<file path="config.mk">
export PLATFORM = sky130hd
export DESIGN_NAME = uart_rx_cfg_flat
export DESIGN_NICKNAME = d
export VERILOG_FILES = /design/src/rtl/uart_rx_cfg_if.sv /design/src/rtl/uart_rx_cfg.sv /design/src/flat_wrapper.sv
export SDC_FILE = /design/constraint.sdc
export NUM_CORES = 1
export LEC_CHECK = 0
export CORE_MARGIN = 8
export CORE_UTILIZATION = 57
export CTS_CLUSTER_SIZE = 24
export DETAILED_ROUTE_END_ITERATION = 7
export PLACE_DENSITY = 0.78
export SYNTH_ARGS = -nofsm -noshare
export SYNTH_HDL_FRONTEND = slang
export SYNTH_SLANG_ARGS = --single-unit
export TNS_END_PERCENT = 1
</file>
<file path="constraint.sdc">
create_clock -name i_clk -period 3.2 [get_ports i_clk]
set_clock_uncertainty 0.2 [all_clocks]
set_input_delay 0.64 -clock i_clk [delete_from_list [all_inputs] [get_ports i_clk]]
set_output_delay 0.64 -clock i_clk [all_outputs]
set_load 0.02 [all_outputs]
</file>
<file path="src/rtl/uart_rx_cfg_if.sv">
// uart_rx_cfg_if
//   Bundle between the async serial pin, the UART receiver and the byte-stream
//   consumer. The receiver uses the master modport; the consumer (and
//   whatever drives the pin) uses the slave modport.
//   i_rx          serial input, idle high
//   o_data        last received data word (DATA_BITS wide)
//   o_valid       one-cycle pulse per completed frame
//   o_parity_err  parity mismatch for the frame in o_data
//   o_frame_err   a stop bit was sampled low
//   o_break       all data/parity bits low together with a framing error
//   o_busy        receiver is inside a frame
interface uart_rx_cfg_if #(
  parameter int DATA_BITS = 8
);
  logic                 i_rx;
  logic [DATA_BITS-1:0] o_data;
  logic                 o_valid;
  logic                 o_parity_err;
  logic                 o_frame_err;
  logic                 o_break;
  logic                 o_busy;

  modport master (
    input  i_rx,
    output o_data, o_valid, o_parity_err, o_frame_err, o_break, o_busy
  );

  modport slave (
    output i_rx,
    input  o_data, o_valid, o_parity_err, o_frame_err, o_break, o_busy
  );
endinterface

</file>
<file path="src/rtl/uart_rx_cfg.sv">
// uart_rx_cfg
//   Parametrised UART receiver: DATA_BITS data bits LSB first, optional
//   even/odd parity, one or two stop bits. Each bit is decided by a 3-sample
//   majority vote around the bit centre, so a single-cycle glitch is ignored
//   and a too-short start pulse sends the receiver back to idle.
//   Ports:
//     i_clk    clock
//     i_reset  synchronous, active-high reset
//     bus      uart_rx_cfg_if master: i_rx in, data/valid/flags/busy out
module uart_rx_cfg #(
  parameter int CLK_PER_BIT = 5208,
  parameter int DATA_BITS   = 8,
  parameter int PARITY_MODE = 0,
  parameter int STOP_BITS   = 1,
  parameter int SYNC_STAGES = 2
) (
  input  logic          i_clk,
  input  logic          i_reset,
  uart_rx_cfg_if.master bus
);

  localparam int M     = CLK_PER_BIT / 2;
  localparam int CNT_W = $clog2(CLK_PER_BIT);

  localparam logic [CNT_W-1:0] CNT_LAST = CNT_W'(CLK_PER_BIT - 1);
  localparam logic [CNT_W-1:0] CNT_V0   = CNT_W'(M - 1);
  localparam logic [CNT_W-1:0] CNT_V1   = CNT_W'(M);
  localparam logic [CNT_W-1:0] CNT_DEC  = CNT_W'(M + 1);
  localparam logic [3:0]       DATA_LAST = 4'(DATA_BITS - 1);
  localparam logic [3:0]       STOP_LAST = 4'(STOP_BITS - 1);
  localparam logic             ODD_PAR   = (PARITY_MODE == 2);
  localparam logic             HAS_PAR   = (PARITY_MODE != 0);

  typedef enum logic [2:0] {
    S_IDLE,
    S_START,
    S_DATA,
    S_PARITY,
    S_STOP
  } state_t;

  state_t                 r_state;
  state_t                 w_next;
  logic [SYNC_STAGES-1:0] r_sync;
  logic                   w_rxS;
  logic [CNT_W-1:0]       r_cnt;
  logic [3:0]             r_bitCnt;
  logic                   r_vote0;
  logic                   r_vote1;
  logic                   w_bit;
  logic                   w_cntLast;
  logic                   w_cntDec;
  logic                   w_endFrame;
  logic                   w_busy;
  logic                   w_frameErr;
  logic [DATA_BITS-1:0]   r_shift;
  logic                   r_parBit;
  logic                   r_parErrP;
  logic                   r_frameErrP;
  logic [DATA_BITS-1:0]   r_data;
  logic                   r_valid;
  logic                   r_parityErr;
  logic                   r_frameErr;
  logic                   r_break;

  // Synchroniser resets to the idle level so reset never looks like a start.
  always_ff @(posedge i_clk) begin
    if (i_reset) r_sync <= '1;
    else         r_sync <= {r_sync[SYNC_STAGES-2:0], bus.i_rx};
  end

  assign w_rxS     = r_sync[SYNC_STAGES-1];
  assign w_cntLast = (r_cnt == CNT_LAST);
  assign w_cntDec  = (r_cnt == CNT_DEC);
  // Third vote is the live sample at the decision point.
  assign w_bit     = (r_vote0 & r_vote1) | (r_vote0 & w_rxS) | (r_vote1 & w_rxS);

  // State register.
  always_ff @(posedge i_clk) begin
    if (i_reset) r_state <= S_IDLE;
    else         r_state <= w_next;
  end

  // Next-state logic. The last stop bit ends at its decision point so that
  // the following start edge is always caught.
  always_comb begin
    w_next = r_state;
    case (r_state)
      S_IDLE:   if (!w_rxS) w_next = S_START;
      S_START: begin
        if (w_cntDec && w_bit) w_next = S_IDLE;
        else if (w_cntLast)    w_next = S_DATA;
      end
      S_DATA:   if (w_cntLast && (r_bitCnt == DATA_LAST))
                  w_next = HAS_PAR ? S_PARITY : S_STOP;
      S_PARITY: if (w_cntLast) w_next = S_STOP;
      S_STOP:   if (w_cntDec && (r_bitCnt == STOP_LAST)) w_next = S_IDLE;
      default:  w_next = S_IDLE;
    endcase
  end

  // Output/strobe decode.
  always_comb begin
    w_busy     = (r_state != S_IDLE);
    w_endFrame = (r_state == S_STOP) && w_cntDec && (r_bitCnt == STOP_LAST);
    w_frameErr = r_frameErrP | ~w_bit;
  end

  // Datapath: bit timer, votes, shift register, pending flags and the
  // registered results presented with o_valid.
  always_ff @(posedge i_clk) begin
    if (i_reset) begin
      r_cnt       <= '0;
      r_bitCnt    <= '0;
      r_vote0     <= 1'b0;
      r_vote1     <= 1'b0;
      r_shift     <= '0;
      r_parBit    <= 1'b0;
      r_parErrP   <= 1'b0;
      r_frameErrP <= 1'b0;
      r_data      <= '0;
      r_valid     <= 1'b0;
      r_parityErr <= 1'b0;
      r_frameErr  <= 1'b0;
      r_break     <= 1'b0;
    end else begin
      r_valid <= 1'b0;

      if (r_state == S_IDLE || w_cntLast) r_cnt <= '0;
      else                                r_cnt <= r_cnt + 1'b1;

      if (r_state != w_next) r_bitCnt <= '0;
      else if (w_cntLast)    r_bitCnt <= r_bitCnt + 1'b1;

      if (r_cnt == CNT_V0) r_vote0 <= w_rxS;
      if (r_cnt == CNT_V1) r_vote1 <= w_rxS;

      case (r_state)
        S_IDLE: begin
          if (w_next == S_START) begin
            r_parBit    <= 1'b0;
            r_parErrP   <= 1'b0;
            r_frameErrP <= 1'b0;
          end
        end
        S_DATA: begin
          if (w_cntDec) r_shift <= {w_bit, r_shift[DATA_BITS-1:1]};
        end
        S_PARITY: begin
          if (w_cntDec) begin
            r_parBit  <= w_bit;
            r_parErrP <= (^r_shift) ^ w_bit ^ ODD_PAR;
          end
        end
        S_STOP: begin
          if (w_cntDec && !w_bit) r_frameErrP <= 1'b1;
          if (w_endFrame) begin
            r_valid     <= 1'b1;
            r_data      <= r_shift;
            r_parityErr <= r_parErrP;
            r_frameErr  <= w_frameErr;
            r_break     <= (r_shift == '0) && !r_parBit && w_frameErr;
          end
        end
        default: ;
      endcase
    end
  end

  assign bus.o_data       = r_data;
  assign bus.o_valid      = r_valid;
  assign bus.o_parity_err = r_parityErr;
  assign bus.o_frame_err  = r_frameErr;
  assign bus.o_break      = r_break;
  assign bus.o_busy       = w_busy;

endmodule
</file>
<file path="src/flat_wrapper.sv">
// flat-port wrapper written by rule: the top's interface ports become plain ports
module uart_rx_cfg_flat 
#(
  parameter int CLK_PER_BIT = 5208,
  parameter int DATA_BITS   = 8,
  parameter int PARITY_MODE = 0,
  parameter int STOP_BITS   = 1,
  parameter int SYNC_STAGES = 2
)
  (i_clk, i_reset, bus_i_rx, bus_o_data, bus_o_valid, bus_o_parity_err, bus_o_frame_err, bus_o_break, bus_o_busy);
  uart_rx_cfg_if #(.DATA_BITS(DATA_BITS)) bus_i ();
  input  logic i_clk;
  input  logic i_reset;
  input wire logic [$bits(bus_i.i_rx)-1:0] bus_i_rx;
  output wire logic [$bits(bus_i.o_data)-1:0] bus_o_data;
  output wire logic [$bits(bus_i.o_valid)-1:0] bus_o_valid;
  output wire logic [$bits(bus_i.o_parity_err)-1:0] bus_o_parity_err;
  output wire logic [$bits(bus_i.o_frame_err)-1:0] bus_o_frame_err;
  output wire logic [$bits(bus_i.o_break)-1:0] bus_o_break;
  output wire logic [$bits(bus_i.o_busy)-1:0] bus_o_busy;
  assign bus_i.i_rx = bus_i_rx;
  assign bus_o_data = bus_i.o_data;
  assign bus_o_valid = bus_i.o_valid;
  assign bus_o_parity_err = bus_i.o_parity_err;
  assign bus_o_frame_err = bus_i.o_frame_err;
  assign bus_o_break = bus_i.o_break;
  assign bus_o_busy = bus_i.o_busy;
  uart_rx_cfg #(.CLK_PER_BIT(CLK_PER_BIT), .DATA_BITS(DATA_BITS), .PARITY_MODE(PARITY_MODE), .STOP_BITS(STOP_BITS), .SYNC_STAGES(SYNC_STAGES)) u_core (.i_clk(i_clk), .i_reset(i_reset), .bus(bus_i));
endmodule
</file>
# == Word-level counts from Yosys, hierarchy flattened ==
# Cells that the tools add are included.
# word_totals
reg_bits,47
word_cells,80
# classes
addsub,2
n_eq_ne,14
n_mux,15
n_bitwise,9
reduce_logical,25
# op_table
op,n
equality test 13 x 12 -> 1 bit (second input constant),3
2-to-1 mux 3 bit,6
case mux 3 bit (5 select lines),1
adder 13 x 1 -> 13 bit (second input constant),1
equality test 13 bit (second input constant),1
logical AND 1 bit,8
logical NOT 8 bit,1
parity 8 bit,1
equality test 3 x 1 -> 1 bit (second input constant),2
equality test 3 x 2 -> 1 bit (second input constant),2
case mux 1 bit (2 select lines),3
AND reduction 3 bit,2
OR reduction 2 bit,3
2-to-1 mux 1 bit,5
adder 4 x 1 -> 4 bit (second input constant),1
equality test 4 x 3 -> 1 bit (second input constant),1
logical NOT 4 bit,1
!= test 2 bit (second input constant),2
AND reduction 2 bit,2
nonzero test 2 bit,2
bitwise AND 1 bit,3
equality test 3 bit (second input constant),1
logical NOT 3 bit,1
!= test 3 bit,1
other kinds (7),11

# == Longest topological paths before layout ==
# depth
ltp_word,9
depth_mapped,8

# == Worst setup path after synthesis ==
# No wires, ideal clock.
# synth_timing
path_kind,reg-to-reg
start,reg u_core.r_cnt[0]
end,reg u_core.r_bitCnt[0]
setup_time_ns,0.126
arrival_ns,2.101
path_slack_ns,0.773
stages_incl_launch_ff,7
n_path_buf,0
cell_sequence,dfxtp_1 > ha_1 > or4b_2 > nor3_4 > a311oi_1 > o22ai_1 > nor2_1
# synth_between
elab_chain_cells,6
elab_cells_between_ends,13
cone_classes,3 x eq/ne; 6 x mux; 4 x reduce/logical
# synth_lines
element,line_no,rtl
"start, declared",uart_rx_cfg.sv:46,logic [CNT_W-1:0] r_cnt;
"start signal, assigned",uart_rx_cfg.sv:130,else r_cnt <= r_cnt + 1'b1;
equality test 13 bit / equality test 13 x 12 -> 1 bit (equally long branches),"uart_rx_cfg.sv:73, uart_rx_cfg.sv:74",
2-to-1 mux 3 bit (tied with other cells),uart_rx_cfg.sv:92,else if (w_cntLast) w_next = S_DATA;
2-to-1 mux 3 bit (on tied branches),"uart_rx_cfg.sv:91, uart_rx_cfg.sv:94, uart_rx_cfg.sv:97",
case mux 3 bit (5 select lines),uart_rx_cfg.sv:88,case (r_state)
!= test 3 bit,uart_rx_cfg.sv:132,if (r_state != w_next) r_bitCnt <= '0;
OR reduction 2 bit (no source line),-,
"end signal, assigned",uart_rx_cfg.sv:133,else if (w_cntLast) r_bitCnt <= r_bitCnt + 1'b1;
"end, declared",uart_rx_cfg.sv:47,logic [3:0] r_bitCnt;
# Several ways; a longest one is shown, not always the timed one.
# A chain may end at the register's enable or synchronous reset.

# == Worst setup path in the final report ==
# layout_timing
start,reg u_core.r_cnt[0]
end,reg u_core.r_cnt[4]
# layout_between
elab_chain_cells,3
elab_cells_between_ends,4
cone_classes,1 x add/sub; 1 x eq/ne; 2 x reduce/logical
# layout_lines
element
"parallel branches: the longest is 3 deep, another holds adder 13 x 1 -> 13 bit"
# Several ways; the timed one is not identified.

==> out/results.ini <==
[synthesis]
synth.cell_area_sq_um = 2160
yosys_warnings = 0
synthXorXnorAreaFrac = 0.0690
async_reset_ff_frac = 0
synthesis.nets = 250
synth_fa_ha_area_frac = 0.0568
synth_compound_area_frac = 0.0481
ys_seq_area_frac = 0.436
syn-mean-instance-area_sq_um = 9.07
syn_inst = 238
synth.area.mux_share = 0.0980
ys_top_cells_by_area = dfxtp_1 (44%), mux2i_1 (9.3%), nor2_1 (7.5%)
ys_seq_elements = 47
synth_top_family_by_area = simple AND/OR/NAND/NOR gates
synth-simple-area-share = 0.248
yosys.area.top_type_share = 0.436
synth_edf_count = 0
netlist.top_cell.by_area = dfxtp_1
ys.flop_type = dfxtp_1
synth_cell_types = 44

[layout]
num-nets-final = 268
num_antenna_cells = 0
layout.cells.non_filler = 304
layout-drive-gt1-share = 0.0742
final_area_sq_um = 2440
nFillCells = 304
area_growth_pct = 13.3

[worst_setup_path]
cp_max_fo = 13
cp.arrival_ns = 2.71
r2r-end = u_core.r_cnt[4]$_SDFF_PP0_
required_ns = 3.17
rrSetupSlack_ns = 0.46
startpoint_type = flop
path_class = reg2reg
r2r-start = u_core.r_cnt[0]$_SDFF_PP0_
worstRegToRegCells = 5
end_kind = flop

[placement]
place_ws_ns = 0.488
post_dp_cell_area_sq_um = 2360
port_buffers = 15
gp_congestion = 0.884
dp.cells = 297
hpwl_microns = 2770

[clocking]
numCtsBuffers = 5
cts-htree-levels = 2
cts_resized = 0
postCtsHoldBufs = 0
clockBufferDepth = 2
cts_tree = done
clkTransAtPathRegs_ns = 0.08
post_cts_buffers = 0
clkLatencyLatePin_ns = 0.30
clock_sinks = 47
cts-root-buf = clkbuf_8

[global_route]
track_usage = 0.137
first_global_vias = 1508
antenna_found_initial = 0
grt_overflow = 0
grt_pass1_wl_microns = 6870
grt_max_degree = 29

[sta]
worst_slew_pin_slew_ns = 0.530
hold_viol = 0
fin_crit_sh = 0.856
period_needed_ns = 2.74
fin_ws_ns = 0.462
setup_viol = 0
totalNegativeSetupSlack_ns = 0
slew_headroom = 0.646
rsz0062_at_grt = false
max_freq_ghz = 0.365
report.final.slew_viol_count = 0

[power]
power.density_nw_per_um2 = 390
power_leakage_nw = 0.959
ir_drop_mv = 0.245
finalPower_w = 0.000954

[run_status]
status = finished, final reports clean

[route]
drc_errors = 0
routed_wl_microns = 3820
vias = 1616
postRouteAntennaNets = 0
dr.pass1.iters = 4
post_drt_via_cell_ratio = 5.32
wl_per_cell_microns = 12.6
drt_iter0_drc = 65

[floorplanning]
io_pins = 16
start_util = 0.590
die_w_microns = 77.5
core-area_sq_um = 3660
row_count = 22
die_height_microns = 77.5
die-area_sq_um = 6010

[worst_hold_path]
hold_path.class = reg2reg
holdPathEnd = u_core.r_sync[1]$_SDFF_PP1_
hold_start = u_core.r_sync[0]$_SDFF_PP1_
worstHoldPathCells = 1

[run]
maxCapViolations = 0

[worst max-delay path by stage]
stage | start | to | slack, ns
2_1_floorplan | u_core.r_cnt[0]$_SDFF_PP0_ | u_core.r_bitCnt[0]$_SDFFE_PP0P_ | 0.77
3_3_place_gp | u_core.r_cnt[0]$_SDFF_PP0_ | u_core.r_cnt[12]$_SDFF_PP0_ | 0.58
3_5_place_dp | u_core.r_cnt[0]$_SDFF_PP0_ | u_core.r_cnt[11]$_SDFF_PP0_ | 0.49
4_1_cts | u_core.r_cnt[0]$_SDFF_PP0_ | u_core.r_cnt[4]$_SDFF_PP0_ | 0.48
5_1_grt | u_core.r_cnt[0]$_SDFF_PP0_ | u_core.r_bitCnt[2]$_SDFFE_PP0P_ | 0.30
6_report | u_core.r_cnt[0]$_SDFF_PP0_ | u_core.r_cnt[4]$_SDFF_PP0_ | 0.46
[report_power, final]
group | internal, W | switching [W] | total (W)
logic | 0.00000870 | 0.0000139 | 0.0000226
clock network | 0.000149 | 0.000192 | 0.000342
registers | 0.000586 | 0.00000335 | 0.000590
[per-stage QoR]
| stage | hold WS, ns | utilization |
|---|---|---|
| final | 0.226 | 0.668 |
| after global routing | 0.273 | 0.668 |
| after CTS | 0.231 | 0.668 |
| after detailed placement | 0.208 | 0.645 |
| after global placement | 0.193 | 0.645 |
| after floorplan | 0.189 | - |
[cells by family (layout without fill, tap and decap cells)]
| family | Yosys count | after routing |
|---|---|---|
| AOI/OAI and AO/OA | 17 | 17 |
| xor gates and xnor gates | 17 | 17 |
| adders and majority gates | 10 | 10 |
| buffers and inverters | 25 | 43 |
| DFF | 47 | 47 |
| muxes | 21 | 21 |
| and+or+nand+nor | 101 | 101 |
[cell type report]
cell class / count / area (sq um) / share of cell area
Inverter: 18 / 67.6 / 0.0276
Sequential cell: 47 / 941 / 0.385
Timing Repair Buffer: 18 / 173 / 0.0706
Clock buffer: 5 / 68.8 / 0.0281
Multi-Input combinational cell: 166 / 1120 / 0.459
Clock inverter: 2 / 13.8 / 0.00563
Tap cell: 48 / 60.1 / 0.0246
[state kept, by name, summed over array words and instances (netlist names), 2 cells and up]
register	cells
u_core.r_bitCnt	4
u_core.r_cnt	13
u_core.bus.o_data	8
u_core.r_state	3
u_core.r_sync	2
u_core.r_shift	8
[metal layers]
layer,routed length (microns),up-vias,track usage
met5,0,-,0
met4,91,0,0.0679
met3,121,9,0.0380
met2,1670,21,0.207
met1,1940,748,0.176
li1,-,838,-
[critical path: stages, from the launching register on]
cell	delay, ns
dfxtp_1	0.48
ha_1	0.30
or4b_2	0.65
nor3_4	0.41
or3_1	0.46
nor2_1	0.11
[Yosys cell counts, types with 2 or more instances]
| library cell | count |
|---|---|
| dfxtp_1 | 47 |
| nor2_1 | 43 |
| mux2i_1 | 20 |
| inv_1 | 18 |
| nand2_1 | 12 |
| nand3_1 | 11 |
| xnor2_1 | 10 |
| ha_1 | 9 |
| a21oi_1 | 7 |
| xor2_1 | 7 |
| clkbuf_1 | 4 |
| nand4_1 | 4 |
| nor3_1 | 4 |
| or3_1 | 4 |
| or2_2 | 3 |
| and2_1 | 2 |
| and4_1 | 2 |
| buf_2 | 2 |
| nor3b_1 | 2 |
| nor4_2 | 2 |
| o21ai_0 | 2 |
[cells in the final DEF, fill, tap and decap left out, types with 2 or more instances in the layout]
cell type	n
mux2i_1	20
inv_1	18
buf_4	3
xnor2_1	10
or2_2	3
nor4_2	2
nand4_1	4
clkdlybuf4s50_1	15
nand3_1	11
nor3b_1	2
dfxtp_1	47
nand2_1	12
xor2_1	7
ha_1	9
and2_1	2
nor3_1	4
and4_1	2
o21ai_0	2
clkbuf_8	5
nor2_1	43
a21oi_1	7
or3_1	4
Note: power is estimated with default switching activity, not from simulation.
